## src/rtl/eth_rx_frame.sv

```systemverilog
// eth_rx_frame: GMII receive framer with preamble/SFD strip, DA filter, FCS check and status.
// Ports:
//   gmii_rx_clk    byte clock, all logic on rising edge
//   rst_n          asynchronous active-low reset
//   gmii_rx_dv     receive data valid
//   gmii_rxd       receive byte
//   m_data         forwarded byte (DA .. last payload byte)
//   m_valid        m_data valid
//   m_sop          first byte of frame
//   m_eop          last non-FCS byte
//   m_err          frame bad (CRC or length), valid with m_eop
//   stat_valid     one-cycle pulse at frame end
//   stat_good      accepted, CRC ok, length ok
//   stat_crc_err   CRC residue mismatch
//   stat_len_err   length outside MIN_LEN..MAX_LEN
//   stat_filtered  destination MAC rejected
//   stat_len       byte count DA..FCS, saturating at 2047
module eth_rx_frame #(
    parameter logic [47:0] LOCAL_MAC = 48'h00_11_22_33_44_55,
    parameter bit          PROMISC   = 1'b0,
    parameter int          PRE_MIN   = 1,
    parameter int          MIN_LEN   = 64,
    parameter int          MAX_LEN   = 1518
) (
    input  logic        gmii_rx_clk,
    input  logic        rst_n,
    input  logic        gmii_rx_dv,
    input  logic [7:0]  gmii_rxd,
    output logic [7:0]  m_data,
    output logic        m_valid,
    output logic        m_sop,
    output logic        m_eop,
    output logic        m_err,
    output logic        stat_valid,
    output logic        stat_good,
    output logic        stat_crc_err,
    output logic        stat_len_err,
    output logic        stat_filtered,
    output logic [10:0] stat_len
);
    typedef enum logic [1:0] {DROP, IDLE, PRE, FRAME} state_t;

    state_t          state_q, state_d;
    logic [2:0]      pre_cnt_q, pre_cnt_d;
    logic [31:0]     crc_q, crc_d;
    logic [10:0]     cnt_q, cnt_d;
    logic [4:0][7:0] s_q, s_d;
    logic            acc_q, acc_d;
    logic [7:0]      data_d;
    logic            valid_d, sop_d, eop_d, err_d;
    logic            sv_d, sg_d, sc_d, sl_d, sf_d;
    logic [10:0]     slen_d;
    logic            crc_bad, len_bad, da_ok, short_f, fwd;

    function automatic logic [31:0] crc_byte(input logic [31:0] c, input logic [7:0] d);
        logic [31:0] r;
        r = c ^ {24'h0, d};
        for (int i = 0; i < 8; i++)
            r = r[0] ? ((r >> 1) ^ 32'hEDB88320) : (r >> 1);
        return r;
    endfunction

    always_comb begin
        state_d   = state_q;
        pre_cnt_d = pre_cnt_q;
        crc_d     = crc_q;
        cnt_d     = cnt_q;
        s_d       = s_q;
        acc_d     = acc_q;
        data_d    = 8'h00;
        valid_d   = 1'b0;
        sop_d     = 1'b0;
        eop_d     = 1'b0;
        err_d     = 1'b0;
        sv_d      = 1'b0;
        sg_d      = 1'b0;
        sc_d      = 1'b0;
        sl_d      = 1'b0;
        sf_d      = 1'b0;
        slen_d    = 11'd0;
        crc_bad   = crc_q != 32'hDEBB20E3;
        len_bad   = 32'(cnt_q) < MIN_LEN || 32'(cnt_q) > MAX_LEN;
        // s_q[4] holds DA byte 0 when the current byte is DA byte 5
        da_ok     = PROMISC || {s_q, gmii_rxd} == LOCAL_MAC || {s_q, gmii_rxd} == 48'hFFFF_FFFF_FFFF;
        short_f   = cnt_q < 11'd6;
        fwd       = !short_f && acc_q;
        case (state_q)
            DROP: state_d = gmii_rx_dv ? DROP : IDLE;
            IDLE: begin
                pre_cnt_d = 3'd1;
                if (gmii_rx_dv)
                    state_d = gmii_rxd == 8'h55 ? PRE : DROP;
            end
            PRE: begin
                if (!gmii_rx_dv)
                    state_d = IDLE;
                else if (gmii_rxd == 8'h55)
                    pre_cnt_d = pre_cnt_q == 3'd7 ? 3'd7 : pre_cnt_q + 3'd1;
                else if (gmii_rxd == 8'hD5 && 32'(pre_cnt_q) >= PRE_MIN) begin
                    state_d = FRAME;
                    crc_d   = 32'hFFFF_FFFF;
                    cnt_d   = 11'd0;
                    acc_d   = 1'b0;
                end else
                    state_d = DROP;
            end
            FRAME: begin
                if (gmii_rx_dv) begin
                    crc_d = crc_byte(crc_q, gmii_rxd);
                    cnt_d = cnt_q == 11'h7FF ? cnt_q : cnt_q + 11'd1;
                    s_d   = {s_q[3:0], gmii_rxd};
                    if (cnt_q == 11'd5)
                        acc_d = da_ok;
                    // byte k leaves the delay line as byte k+5 arrives
                    if (cnt_q >= 11'd5 && (cnt_q == 11'd5 ? da_ok : acc_q)) begin
                        valid_d = 1'b1;
                        data_d  = s_q[4];
                        sop_d   = cnt_q == 11'd5;
                    end
                end else begin
                    // s_q[3:0] hold the FCS; s_q[4] is the last payload byte
                    state_d = IDLE;
                    valid_d = fwd;
                    eop_d   = fwd;
                    data_d  = fwd ? s_q[4] : 8'h00;
                    err_d   = fwd && (crc_bad || len_bad);
                    sv_d    = 1'b1;
                    sc_d    = crc_bad;
                    sl_d    = len_bad || short_f;
                    sf_d    = !short_f && !acc_q;
                    sg_d    = !crc_bad && !(len_bad || short_f) && !(!short_f && !acc_q);
                    slen_d  = cnt_q;
                end
            end
            default: state_d = DROP;
        endcase
    end

    always_ff @(posedge gmii_rx_clk or negedge rst_n) begin
        if (!rst_n) begin
            state_q       <= DROP;
            pre_cnt_q     <= 3'd0;
            crc_q         <= 32'hFFFF_FFFF;
            cnt_q         <= 11'd0;
            s_q           <= '0;
            acc_q         <= 1'b0;
            m_data        <= 8'h00;
            m_valid       <= 1'b0;
            m_sop         <= 1'b0;
            m_eop         <= 1'b0;
            m_err         <= 1'b0;
            stat_valid    <= 1'b0;
            stat_good     <= 1'b0;
            stat_crc_err  <= 1'b0;
            stat_len_err  <= 1'b0;
            stat_filtered <= 1'b0;
            stat_len      <= 11'd0;
        end else begin
            state_q       <= state_d;
            pre_cnt_q     <= pre_cnt_d;
            crc_q         <= crc_d;
            cnt_q         <= cnt_d;
            s_q           <= s_d;
            acc_q         <= acc_d;
            m_data        <= data_d;
            m_valid       <= valid_d;
            m_sop         <= sop_d;
            m_eop         <= eop_d;
            m_err         <= err_d;
            stat_valid    <= sv_d;
            stat_good     <= sg_d;
            stat_crc_err  <= sc_d;
            stat_len_err  <= sl_d;
            stat_filtered <= sf_d;
            stat_len      <= slen_d;
        end
    end
endmodule

```

## config.mk

```make
export PLATFORM = sky130hd
export DESIGN_NAME = eth_rx_frame
export DESIGN_NICKNAME = d
export VERILOG_FILES = /design/src/rtl/eth_rx_frame.sv
export SDC_FILE = /design/constraint.sdc
export NUM_CORES = 1
export LEC_CHECK = 0
export BUFFER_PORTS_ARGS = -buffer_cell sky130_fd_sc_hd__buf_2
export CELL_PAD_IN_SITES_DETAIL_PLACEMENT = 1
export CELL_PAD_IN_SITES_GLOBAL_PLACEMENT = 1
export CORE_UTILIZATION = 51
export DETAILED_ROUTE_END_ITERATION = 10
export PLACE_DENSITY = 0.81
export SLEW_MARGIN = 20
export SYNTH_ARGS = -nofsm -noshare
export SYNTH_HDL_FRONTEND = slang
export SYNTH_SLANG_ARGS = --single-unit
```

## constraint.sdc

```tcl
create_clock -name gmii_rx_clk -period 4.5 [get_ports gmii_rx_clk]
set_input_delay 0.225 -clock gmii_rx_clk [delete_from_list [all_inputs] [get_ports gmii_rx_clk]]
set_output_delay 0.225 -clock gmii_rx_clk [all_outputs]
set_load 0.02 [all_outputs]
```

==> results of run 1 <==
## power by group through the flow
| stage | clock, mW | sequential, mW | combinational, mW |
|---|---|---|---|
| floorplan | 0 | 1.09 | 0.139 |
| global placement | 0 | 1.09 | 0.193 |
| detailed placement | 0 | 1.09 | 0.199 |
| CTS | 1.30 | 1.08 | 0.211 |
| global route | 1.34 | 1.08 | 0.226 |
| finish | 1.28 | 1.08 | 0.210 |
## path summary, 6_finish.rpt
check / start / end / slack [ns] / cells past startpoint
worst max register to register: pre_cnt_q[1]$_DFFE_PN0P_ / crc_q[2]$_DFFE_PN1P_ / 1.55 / 8
worst max-delay path: gmii_rxd[3] / crc_q[2]$_DFFE_PN1P_ / 1.48 / 8
worst min register to register: acc_q$_DFFE_PN0P_ / stat_filtered$_DFF_PN0_ / 0.51 / 1
min in group gmii_rx_clk: gmii_rxd[4] / s_q[4]$_DFFE_PN0P_ / 0.49 / 4
max in group asynchronous: rst_n / s_q[29]$_DFFE_PN0P_ / 2.99 / 3
worst min-delay path: rst_n / stat_len[8]$_DFF_PN0_ / 0.38 / 2
## critical path: stages
cell	delay (ns)
sky130_fd_sc_hd__dlygate4sd3_1	0.53
sky130_fd_sc_hd__buf_2	0.16
sky130_fd_sc_hd__nand4bb_1	0.28
sky130_fd_sc_hd__o41ai_1	0.80
sky130_fd_sc_hd__and2_1	0.89
sky130_fd_sc_hd__buf_4	0.35
sky130_fd_sc_hd__nor2_1	0.07
sky130_fd_sc_hd__a21oi_1	0.15
## state kept, by name (all words and copies together), names as in the netlist
| register | flops |
|---|---|
| stat_len_err | 1 |
| m_sop | 1 |
| pre_cnt_q | 3 |
| m_err | 1 |
| stat_filtered | 1 |
| acc_q | 1 |
| cnt_q | 11 |
| m_data | 8 |
| m_valid | 1 |
| stat_len | 11 |
| stat_crc_err | 1 |
| stat_valid | 1 |
| m_eop | 1 |
| state_q | 2 |
| crc_q | 32 |
| stat_good | 1 |
| s_q | 40 |
## routing by layer
layer  track usage, %  vias up  wire [µm]
li1                 -     2062          -
met1             37.5     2337       6800
met2             51.2       97       8280
met3             7.02       27        582
met4             10.1        0        284
met5                0        -          0
## repair_timing
item | in CTS | in global routing
hold endpoints to repair | 49 | 0
hold buffers | 10 | 0
endpoints found under the setup margin | 0 | 0
setup buffers | 0 | 0
## kinds of logic after synthesis
| kind of cell | count (synthesis) |
|---|---|
| adders and majority gates | 4 |
| buffers and inverters | 37 |
| DFF | 117 |
| and+or+nand+nor | 258 |
| xor gates and xnor gates | 71 |
| AOI/OAI and AO/OA | 90 |
## per-stage QoR
stage | setup WS (ns) | instances | cell area [µm²]
global route | 1.42 | 774 | 6610
floorplan | 2.34 | 577 | 5650
finish | 1.48 | 774 | 6610
detailed placement | 1.62 | 732 | 5950
global placement | 1.81 | 732 | 5950
CTS | 1.56 | 774 | 6610
## layout make-up
type	count	area, µm²	share of cell area (%)
Tap cell	140	175	2.65
Multi-Input combinational cell	423	2540	38.5
Inverter	10	37.5	0.568
Clock inverter	9	103	1.55
Clock buffer	23	457	6.91
Timing Repair Buffer	52	323	4.89
Sequential cell	117	2970	44.9
## cells in the final DEF, fill, tap and decap left out, types with 2 or more instances in the layout
cell type / synthesis / routed
sky130_fd_sc_hd__nand2_1: 146 / 146
sky130_fd_sc_hd__dfrtp_1: 85 / 85
sky130_fd_sc_hd__xnor2_1: 43 / 43
sky130_fd_sc_hd__buf_2: 4 / 37
sky130_fd_sc_hd__nor2_1: 36 / 36
sky130_fd_sc_hd__dfstp_2: 32 / 32
sky130_fd_sc_hd__a21oi_1: 28 / 28
sky130_fd_sc_hd__o21ai_0: 22 / 22
sky130_fd_sc_hd__xor2_1: 17 / 17
sky130_fd_sc_hd__nand4_1: 16 / 16
sky130_fd_sc_hd__clkbuf_16: 0 / 16
sky130_fd_sc_hd__nor4_1: 15 / 15
sky130_fd_sc_hd__and3_1: 14 / 13
sky130_fd_sc_hd__nand3_1: 11 / 11
sky130_fd_sc_hd__inv_1: 10 / 10
sky130_fd_sc_hd__o22a_1: 10 / 10
sky130_fd_sc_hd__dlygate4sd3_1: 0 / 10
sky130_fd_sc_hd__a31oi_1: 8 / 8
sky130_fd_sc_hd__a21boi_0: 7 / 7
sky130_fd_sc_hd__xnor2_2: 5 / 5
sky130_fd_sc_hd__buf_4: 0 / 5
sky130_fd_sc_hd__nand4b_1: 4 / 4
sky130_fd_sc_hd__xnor3_1: 4 / 4
sky130_fd_sc_hd__ha_1: 4 / 4
sky130_fd_sc_hd__clkbuf_1: 22 / 4
sky130_fd_sc_hd__and2_1: 3 / 3
sky130_fd_sc_hd__o31ai_1: 3 / 3
sky130_fd_sc_hd__clkbuf_8: 0 / 3
sky130_fd_sc_hd__clkinv_2: 0 / 3
sky130_fd_sc_hd__nor3_1: 2 / 2
sky130_fd_sc_hd__and4_1: 2 / 2
sky130_fd_sc_hd__a211o_1: 2 / 2
sky130_fd_sc_hd__nor2b_1: 2 / 2
sky130_fd_sc_hd__or4_1: 2 / 2
sky130_fd_sc_hd__a22o_1: 2 / 2
sky130_fd_sc_hd__o41ai_1: 2 / 2
sky130_fd_sc_hd__clkinvlp_4: 0 / 2
sky130_fd_sc_hd__bufinv_16: 0 / 2
==> results.cfg, run 1 <==
[grt]
grt_total_ovfl = 0
number_of_antenna_violations_at_the_first_check_in_global_routing = 0
groute.usage.overall_pct = 30.0
wire_length_of_the_first_global_routing_pass_um = 25800
first_global_vias = 4869
largest_net_degree_at_the_start_of_global_routing = 74

[routing]
routed_wirelength_um = 15900
first_pass_iters = 4
first_iter_violations = 237
detailroute.via_count = 4523
vias_per_cell = 5.84
final_antenna_net_count = 0
route.detailed.wl_per_inst_um = 20.6
drt_drc_violations_left = 0

[yosys]
synth_fp_nets = 592
gate_count_of_the_mapped_netlist = 577
synth_edf_count = 0
syn_area_per_cell_um2 = 9.80
synth-warning-count = 0
synth-compound-area-share_pct = 9.96
netlist_top_cells_area = sky130_fd_sc_hd__dfrtp_1, sky130_fd_sc_hd__dfstp_2, sky130_fd_sc_hd__nand2_1
synthMuxAreaShare_pct = 0
synth_top_family_by_area = simple AND/OR/NAND/NOR gates
postSynthRegisterBits = 117
synth_cell_type_count = 45
ys_seq_area_share_pct = 52.5
synthesized_area_fraction_occupied_by_xor_and_xnor_cells_pct = 13.3
postSynth.asyncResetShare_pct = 100
synthAdderAreaFrac_pct = 0.885
list_of_most_frequent_post_synthesis_cells = sky130_fd_sc_hd__nand2_1, sky130_fd_sc_hd__dfrtp_1, sky130_fd_sc_hd__xnor2_1
netlist_area_mm2 = 0.00565
yosys.area.top_type = sky130_fd_sc_hd__dfrtp_1
synth_simple_gate_area_share_pct = 20.9
synth_largest_type_area_fraction_pct = 37.6
postSynth.topFlopCell = sky130_fd_sc_hd__dfrtp_1
synth_most_common_cell = sky130_fd_sc_hd__nand2_1

[timing]
finalSetupTns_ns = 0
relSlewSlack_pct = 34.2
count_of_final_setup_violators = 0
clock-skew-final_ns = 0.00802
slew_violations = 0
layout_worst_path_cycle_share_pct = 67.2
hold_viol = 0
grt_setup_unrepaired = no
fin_crit_ns = 3.02
max_slew.worst_pin.slew_ns = 0.987
timing.fmax_ghz = 0.331
hold_ws_ns = 0.380

[min_path]
hold_path.class = primary input to asynchronous set/reset pin

[floorplan]
fp-row-count = 38
floorplan.die_area_mm2 = 0.0115
core_region_area_mm2 = 0.0108
ios = 39
start_util_pct = 52.2
die_width_um = 107
die_height_um = 107

[layout]
drive_above_1_share_pct = 17.7
postLayoutCoreUtil_pct = 60.9
area.growth.synth_to_final_pct = 16.8
fill_cells = 1189
antenna_cells_inserted = 0
nNetsFinal = 636

[clock_tree]
post_cts_resize_count = 0
clkSlewWorstSetupHoldPaths_ns = 0.06
cts_made_buffers = 17
total_number_of_clock_tree_sinks = 117
clock_tree_from_tritoncts = built
htree_num_levels = 4
clk_root_buffer_cell = sky130_fd_sc_hd__clkbuf_8
cts-root-to-sink-buffers = 2
worstSkewPairLatency_ns = 0.53

[job]
drv_cap = 0

[power]
power.switching_fraction_pct = 23.4
switch_pwr_uw = 600
internal-power_mw = 1.97
power.density_mw_per_mm2 = 389
comb_power_share_pct = 8.2
post-layout-total-power_mw = 2.57
sequentialPowerShare_pct = 41.9
power.leakage_nw = 3.11
pwr-share-clk_pct = 49.9
max-vdd-ir-drop_mv = 0.199

[setup_path]
maximum_net_fanout_on_the_critical_path = 25
cp_data_required_time_ns = 4.94
cp-start-kind = primary input
setup.worst_path.end_class = flip-flop
worstSetupPathType = primary input to flip-flop
crit_arrival_ns = 3.47

[place]
finalWeightedCongestion = 0.842
hpwl_um = 10000
placement.io_buffers = 38

[status]
status = finished, final reports clean
Power figures use the tool's default switching activity.
==> inputs of run 2 (changes only) <==
--- a/config.mk
+++ b/config.mk
@@ -8,9 +8,9 @@
 export BUFFER_PORTS_ARGS = -buffer_cell sky130_fd_sc_hd__buf_2
 export CELL_PAD_IN_SITES_DETAIL_PLACEMENT = 1
 export CELL_PAD_IN_SITES_GLOBAL_PLACEMENT = 1
-export CORE_UTILIZATION = 51
+export CORE_UTILIZATION = 43
 export DETAILED_ROUTE_END_ITERATION = 10
-export PLACE_DENSITY = 0.81
+export PLACE_DENSITY = 0.72
 export SLEW_MARGIN = 20
 export SYNTH_ARGS = -nofsm -noshare
 export SYNTH_HDL_FRONTEND = slang
==> constraint.sdc (replaced) <==
create_clock -name gmii_rx_clk -period 2.6 [get_ports gmii_rx_clk]
set_input_delay 0.13 -clock gmii_rx_clk [delete_from_list [all_inputs] [get_ports gmii_rx_clk]]
set_output_delay 0.13 -clock gmii_rx_clk [all_outputs]
set_load 0.02 [all_outputs]
==> run 2 against run 1 <==
  * Routed wire length decreased by 5.5%
  * Largest cell class unchanged
  * Highest routed layer unchanged
  * Clock skew down 0.0018 ns
  * Final cell count rose by 5.6%
  * Clock power increased by 68%
  * Sequential power increased by 72%
  * Via count decreased by 2.2%
==> results.cfg, run 2 (synthesized netlist as in run 1, its figures left out) <==
[status]
status = finished, final reports clean

[place]
finalWeightedCongestion = 0.845
placement.io_buffers = 38
place.detailed.instances = 777
hpwl_um = 10500
dpl_cell_area_mm2 = 0.00612
detailedPlace.worstSlack_ns = 0.315

[setup_path]
cp-start-kind = flip-flop
setup.worst_path.end_class = flip-flop
worstSetupPathType = flip-flop to flip-flop
cp_data_required_time_ns = 2.90
crit_arrival_ns = 2.62
maximum_net_fanout_on_the_critical_path = 11

[timing]
layout_worst_path_cycle_share_pct = 89.4
clock-skew-final_ns = 0.00626
max_slew.worst_pin.slew_ns = 0.819
timing.fmax_ghz = 0.430
relSlewSlack_pct = 45.0
slew_violations = 0
fin_crit_ns = 2.32
count_of_final_setup_violators = 0
hold_ws_ns = 0.0353
layout_setup_ws_ns = 0.276
finalSetupTns_ns = 0
hold_viol = 0
grt_setup_unrepaired = no

[routing]
vias_per_cell = 5.42
detailroute.via_count = 4425
final_antenna_net_count = 0
routed_wirelength_um = 15100
first_pass_iters = 4
first_iter_violations = 238
route.detailed.wl_per_inst_um = 18.5
drt_drc_violations_left = 0

[clock_tree]
clk_root_buffer_cell = sky130_fd_sc_hd__clkbuf_16
clkSlewWorstSetupHoldPaths_ns = 0.05
postCtsSetupRepairBufs = 0
cts-root-to-sink-buffers = 2
worstSkewPairLatency_ns = 0.42
htree_num_levels = 4
post_cts_resize_count = 0
clock_tree_from_tritoncts = built
cts_made_buffers = 17
cts_hold_buffers = 8
total_number_of_clock_tree_sinks = 117

[layout]
postLayoutCoreUtil_pct = 53.1
layout_top_registers = s_q (40), crc_q (32)
mostFrequentLayoutCell = sky130_fd_sc_hd__nand2_1
antenna_cells_inserted = 0
mostFrequentLayoutCells = sky130_fd_sc_hd__nand2_1, sky130_fd_sc_hd__dfrtp_1, sky130_fd_sc_hd__xnor2_1
area.growth.synth_to_final_pct = 19.5
biggest_register = s_q
final_cells = 817
stdcell_area_mm2 = 0.00676
largest_register_ff_count = 40
nNetsFinal = 647
drive_above_1_share_pct = 20.2

[floorplan]
floorplan.die_area_mm2 = 0.0136
die_height_um = 117
start_util_pct = 44.4
fp-row-count = 41
ios = 39
die_width_um = 117
core_region_area_mm2 = 0.0127

[grt]
number_of_antenna_violations_at_the_first_check_in_global_routing = 0
largest_net_degree_at_the_start_of_global_routing = 59
first_global_vias = 4577
wire_length_of_the_first_global_routing_pass_um = 24500
groute.usage.overall_pct = 24.3
grt_total_ovfl = 0

[power]
power.density_mw_per_mm2 = 648
post-layout-total-power_mw = 4.38
power.leakage_nw = 3.16
max-vdd-ir-drop_mv = 0.437

[min_path]
hold_path.class = primary input to flip-flop

[job]
drv_cap = 0
[run 2: worst max-delay path: stages, from the launching register on]
cell                      delay, ns
sky130_fd_sc_hd__dfrtp_1       0.46
sky130_fd_sc_hd__ha_1          0.26
sky130_fd_sc_hd__nand3_1       0.20
sky130_fd_sc_hd__or4_1         0.69
sky130_fd_sc_hd__nand3_1       0.37
sky130_fd_sc_hd__o21ai_0       0.16
sky130_fd_sc_hd__o41ai_1       0.08
[run 2: cell type report]
| cell class | instances | area (µm²) |
|---|---|---|
| Timing Repair Buffer | 63 | 438 |
| Sequential cell | 117 | 2970 |
| Tap cell | 172 | 215 |
| Clock buffer | 21 | 480 |
| Clock inverter | 11 | 76.3 |
| Fill cell | 1451 | 5960 |
| Inverter | 10 | 37.5 |
| Multi-Input combinational cell | 423 | 2540 |
[run 2: per-layer routing]
layer,GRT usage (%),vias to the layer above,part of all wire [%]
li1,-,2079,-
met1,31.3,2250,46
met2,40.1,73,50
met3,6.12,23,3.0
met4,7.85,0,1.5
met5,0,-,0
[run 2: path summary, 6_finish.rpt]
| path | from | to | slack (ns) | cells after the start |
|---|---|---|---|---|
| worst max-delay path | cnt_q[1]$_DFFE_PN0P_ | cnt_q[6]$_DFFE_PN0P_ | 0.28 | 6 |
| worst min-delay path | gmii_rxd[2] | s_q[2]$_DFFE_PN0P_ | 0.04 | 3 |
| worst max register to register | cnt_q[1]$_DFFE_PN0P_ | cnt_q[6]$_DFFE_PN0P_ | 0.28 | 6 |
| worst min register to register | acc_q$_DFFE_PN0P_ | stat_filtered$_DFF_PN0_ | 0.50 | 1 |
| max in group asynchronous | rst_n | crc_q[7]$_DFFE_PN1P_ | 1.55 | 3 |
| min in group asynchronous | rst_n | m_err$_DFF_PN0_ | 0.25 | 2 |
[run 2: power breakdown]
part | total, mW | leakage (nW) | switching [mW] | internal (mW)
logic | 0.370 | 1.40 | 0.200 | 0.170
clock network | 2.15 | 0.256 | 0.836 | 1.31
registers | 1.86 | 1.51 | 0.0174 | 1.85
==> inputs of run 3 (changes only) <==
--- a/config.mk
+++ b/config.mk
@@ -8,9 +8,9 @@
 export BUFFER_PORTS_ARGS = -buffer_cell sky130_fd_sc_hd__buf_2
 export CELL_PAD_IN_SITES_DETAIL_PLACEMENT = 1
 export CELL_PAD_IN_SITES_GLOBAL_PLACEMENT = 1
-export CORE_UTILIZATION = 43
+export CORE_UTILIZATION = 51
 export DETAILED_ROUTE_END_ITERATION = 10
-export PLACE_DENSITY = 0.72
+export PLACE_DENSITY = 0.81
 export SLEW_MARGIN = 20
 export SYNTH_ARGS = -nofsm -noshare
 export SYNTH_HDL_FRONTEND = slang
==> constraint.sdc (replaced) <==
create_clock -name gmii_rx_clk -period 2.9 [get_ports gmii_rx_clk]
set_input_delay 0.145 -clock gmii_rx_clk [delete_from_list [all_inputs] [get_ports gmii_rx_clk]]
set_output_delay 0.145 -clock gmii_rx_clk [all_outputs]
set_load 0.02 [all_outputs]
==> run 3 against run 2 <==
  * Flip-flop and latch count is the same
  * Worst hold slack gained 0.19 ns
  * Final cell count shrank 4.4%
  * Largest power group unchanged
==> results.cfg, run 3 (synthesized netlist as in run 1, its figures left out) <==
[routing]
first_iter_violations = 310
vias_per_cell = 5.78
routed_wirelength_um = 15400
detailroute.via_count = 4518
route.detailed.wl_per_inst_um = 19.7
first_pass_iters = 4
drt_drc_violations_left = 0
final_antenna_net_count = 0

[place]
hpwl_um = 10200
placement.io_buffers = 38
place.detailed.instances = 739
dpl_cell_area_mm2 = 0.00600
finalWeightedCongestion = 0.814
detailedPlace.worstSlack_ns = 0.427

[setup_path]
worstPathCellList = or4b_2 > or4_1 > nor4_1 > nand2_1 > nor2_1
maximum_net_fanout_on_the_critical_path = 3
max_stage_delay_ns = 0.61
worstSetupPathType = flip-flop to flip-flop
crit_arrival_ns = 2.98
r2r_end = stat_good$_DFF_PN0_
setup.worst_path.end_class = flip-flop
worst_reg2reg_path_depth = 5
cp_top_delay_family = simple AND/OR/NAND/NOR gates
regToRegStartpoint = crc_q[5]$_DFFE_PN1P_
slowest_cell_on_crit_path = sky130_fd_sc_hd__or4b_2
cp.buffers_inverters = 0
r2r_slack_ns = 0.38
cp_data_required_time_ns = 3.37
cp-start-kind = flip-flop

[power]
comb_power_share_pct = 8.4
pwr-share-clk_pct = 48.7
power.leakage_nw = 3.14
power.density_mw_per_mm2 = 587
switch_pwr_uw = 910
power.switching_fraction_pct = 23.4
max-vdd-ir-drop_mv = 0.622
sequentialPowerShare_pct = 42.9
internal-power_mw = 2.98

[floorplan]
floorplan.die_area_mm2 = 0.0115
ios = 39
fp-row-count = 38
start_util_pct = 52.2
core_region_area_mm2 = 0.0108
die_width_um = 107
die_height_um = 107

[layout]
drive_above_1_share_pct = 18.4
final_cells = 781
largest_register_ff_count = 40
area.growth.synth_to_final_pct = 17.3
antenna_cells_inserted = 0
mostFrequentLayoutCells = sky130_fd_sc_hd__nand2_1, sky130_fd_sc_hd__dfrtp_1, sky130_fd_sc_hd__xnor2_1
biggest_register = s_q
stdcell_area_mm2 = 0.00663
mostFrequentLayoutCell = sky130_fd_sc_hd__nand2_1
layout_top_registers = s_q (40), crc_q (32)
nNetsFinal = 643

[grt]
first_global_vias = 4849
largest_net_degree_at_the_start_of_global_routing = 59
wire_length_of_the_first_global_routing_pass_um = 25400
grt_total_ovfl = 0
number_of_antenna_violations_at_the_first_check_in_global_routing = 0
groute.usage.overall_pct = 29.7

[clock_tree]
total_number_of_clock_tree_sinks = 117
clock_tree_from_tritoncts = built
worstSkewPairLatency_ns = 0.54
postCtsSetupRepairBufs = 0
cts_made_buffers = 17
clkSlewWorstSetupHoldPaths_ns = 0.06
cts_hold_buffers = 10
htree_num_levels = 4
cts-root-to-sink-buffers = 2
post_cts_resize_count = 0
clk_root_buffer_cell = sky130_fd_sc_hd__clkbuf_8

[timing]
slew_violations = 0
clock-skew-final_ns = 0.00742
hold_ws_ns = 0.228
timing.fmax_ghz = 0.397
count_of_final_setup_violators = 0
hold_viol = 0
max_slew.worst_pin.slew_ns = 0.758
fin_crit_ns = 2.52
grt_setup_unrepaired = no
layout_worst_path_cycle_share_pct = 86.8
layout_setup_ws_ns = 0.383
relSlewSlack_pct = 48.8
finalSetupTns_ns = 0

[job]
drv_cap = 0

[min_path]
hold_path.class = primary input to asynchronous set/reset pin

[status]
status = finished, final reports clean
## run 3: changes by cell type in the layout (fill, tap and decap cells not counted), sizes merged
| cell | change |
|---|---|
| buf | -6 |
| clkbuf | +8 |
| clkinvlp | -7 |
| dlygate4sd3 | +2 |
| inv | -1 |
## run 3: how the worst max path moves through the flow
stage,from,to,cells past startpoint
after floorplan,crc_q[5]$_DFFE_PN1P_,m_err$_DFF_PN0_,4
after global placement,crc_q[5]$_DFFE_PN1P_,stat_good$_DFF_PN0_,5
after detailed placement,crc_q[5]$_DFFE_PN1P_,stat_good$_DFF_PN0_,5
after CTS,crc_q[5]$_DFFE_PN1P_,stat_good$_DFF_PN0_,5
after global routing,pre_cnt_q[1]$_DFFE_PN0P_,cnt_q[2]$_DFFE_PN0P_,7
final,crc_q[5]$_DFFE_PN1P_,stat_good$_DFF_PN0_,5
## run 3: metal layers
metal  routed length [µm]  vias to the layer above  part of all wire [%]  GRT usage, %
met5                    0                        -                     0             0
met1                 6590                     2316                    43          37.8
met3                  679                       29                   4.4          7.38
met4                  333                        0                   2.2          11.3
met2                 7750                       93                    50          48.9
li1                     -                     2080                     -             -
## run 3: final cells by class
| type | instances | area, µm² |
|---|---|---|
| Fill cell | 1208 | 4210 |
| Clock buffer | 29 | 519 |
| Multi-Input combinational cell | 423 | 2540 |
| Inverter | 10 | 37.5 |
| Tap cell | 140 | 175 |
| Clock inverter | 3 | 15.0 |
| Sequential cell | 117 | 2970 |
| Timing Repair Buffer | 59 | 375 |
## run 3: power by group through the flow
stage                     Combinational (mW)  Sequential (mW)  Clock [mW]
after floorplan                        0.216             1.69           0
after global placement                 0.303             1.69           0
after detailed placement               0.314             1.70           0
after CTS                              0.329             1.67        1.92
after global routing                   0.355             1.67        2.00
final                                  0.328             1.67        1.90
## run 3: stage by stage
stage	utilization (%)	total power, mW
after floorplan	-	1.91
after global placement	55.3	2.00
after detailed placement	55.3	2.01
after CTS	61.2	3.92
after global routing	61.2	4.02
final	61.2	3.89
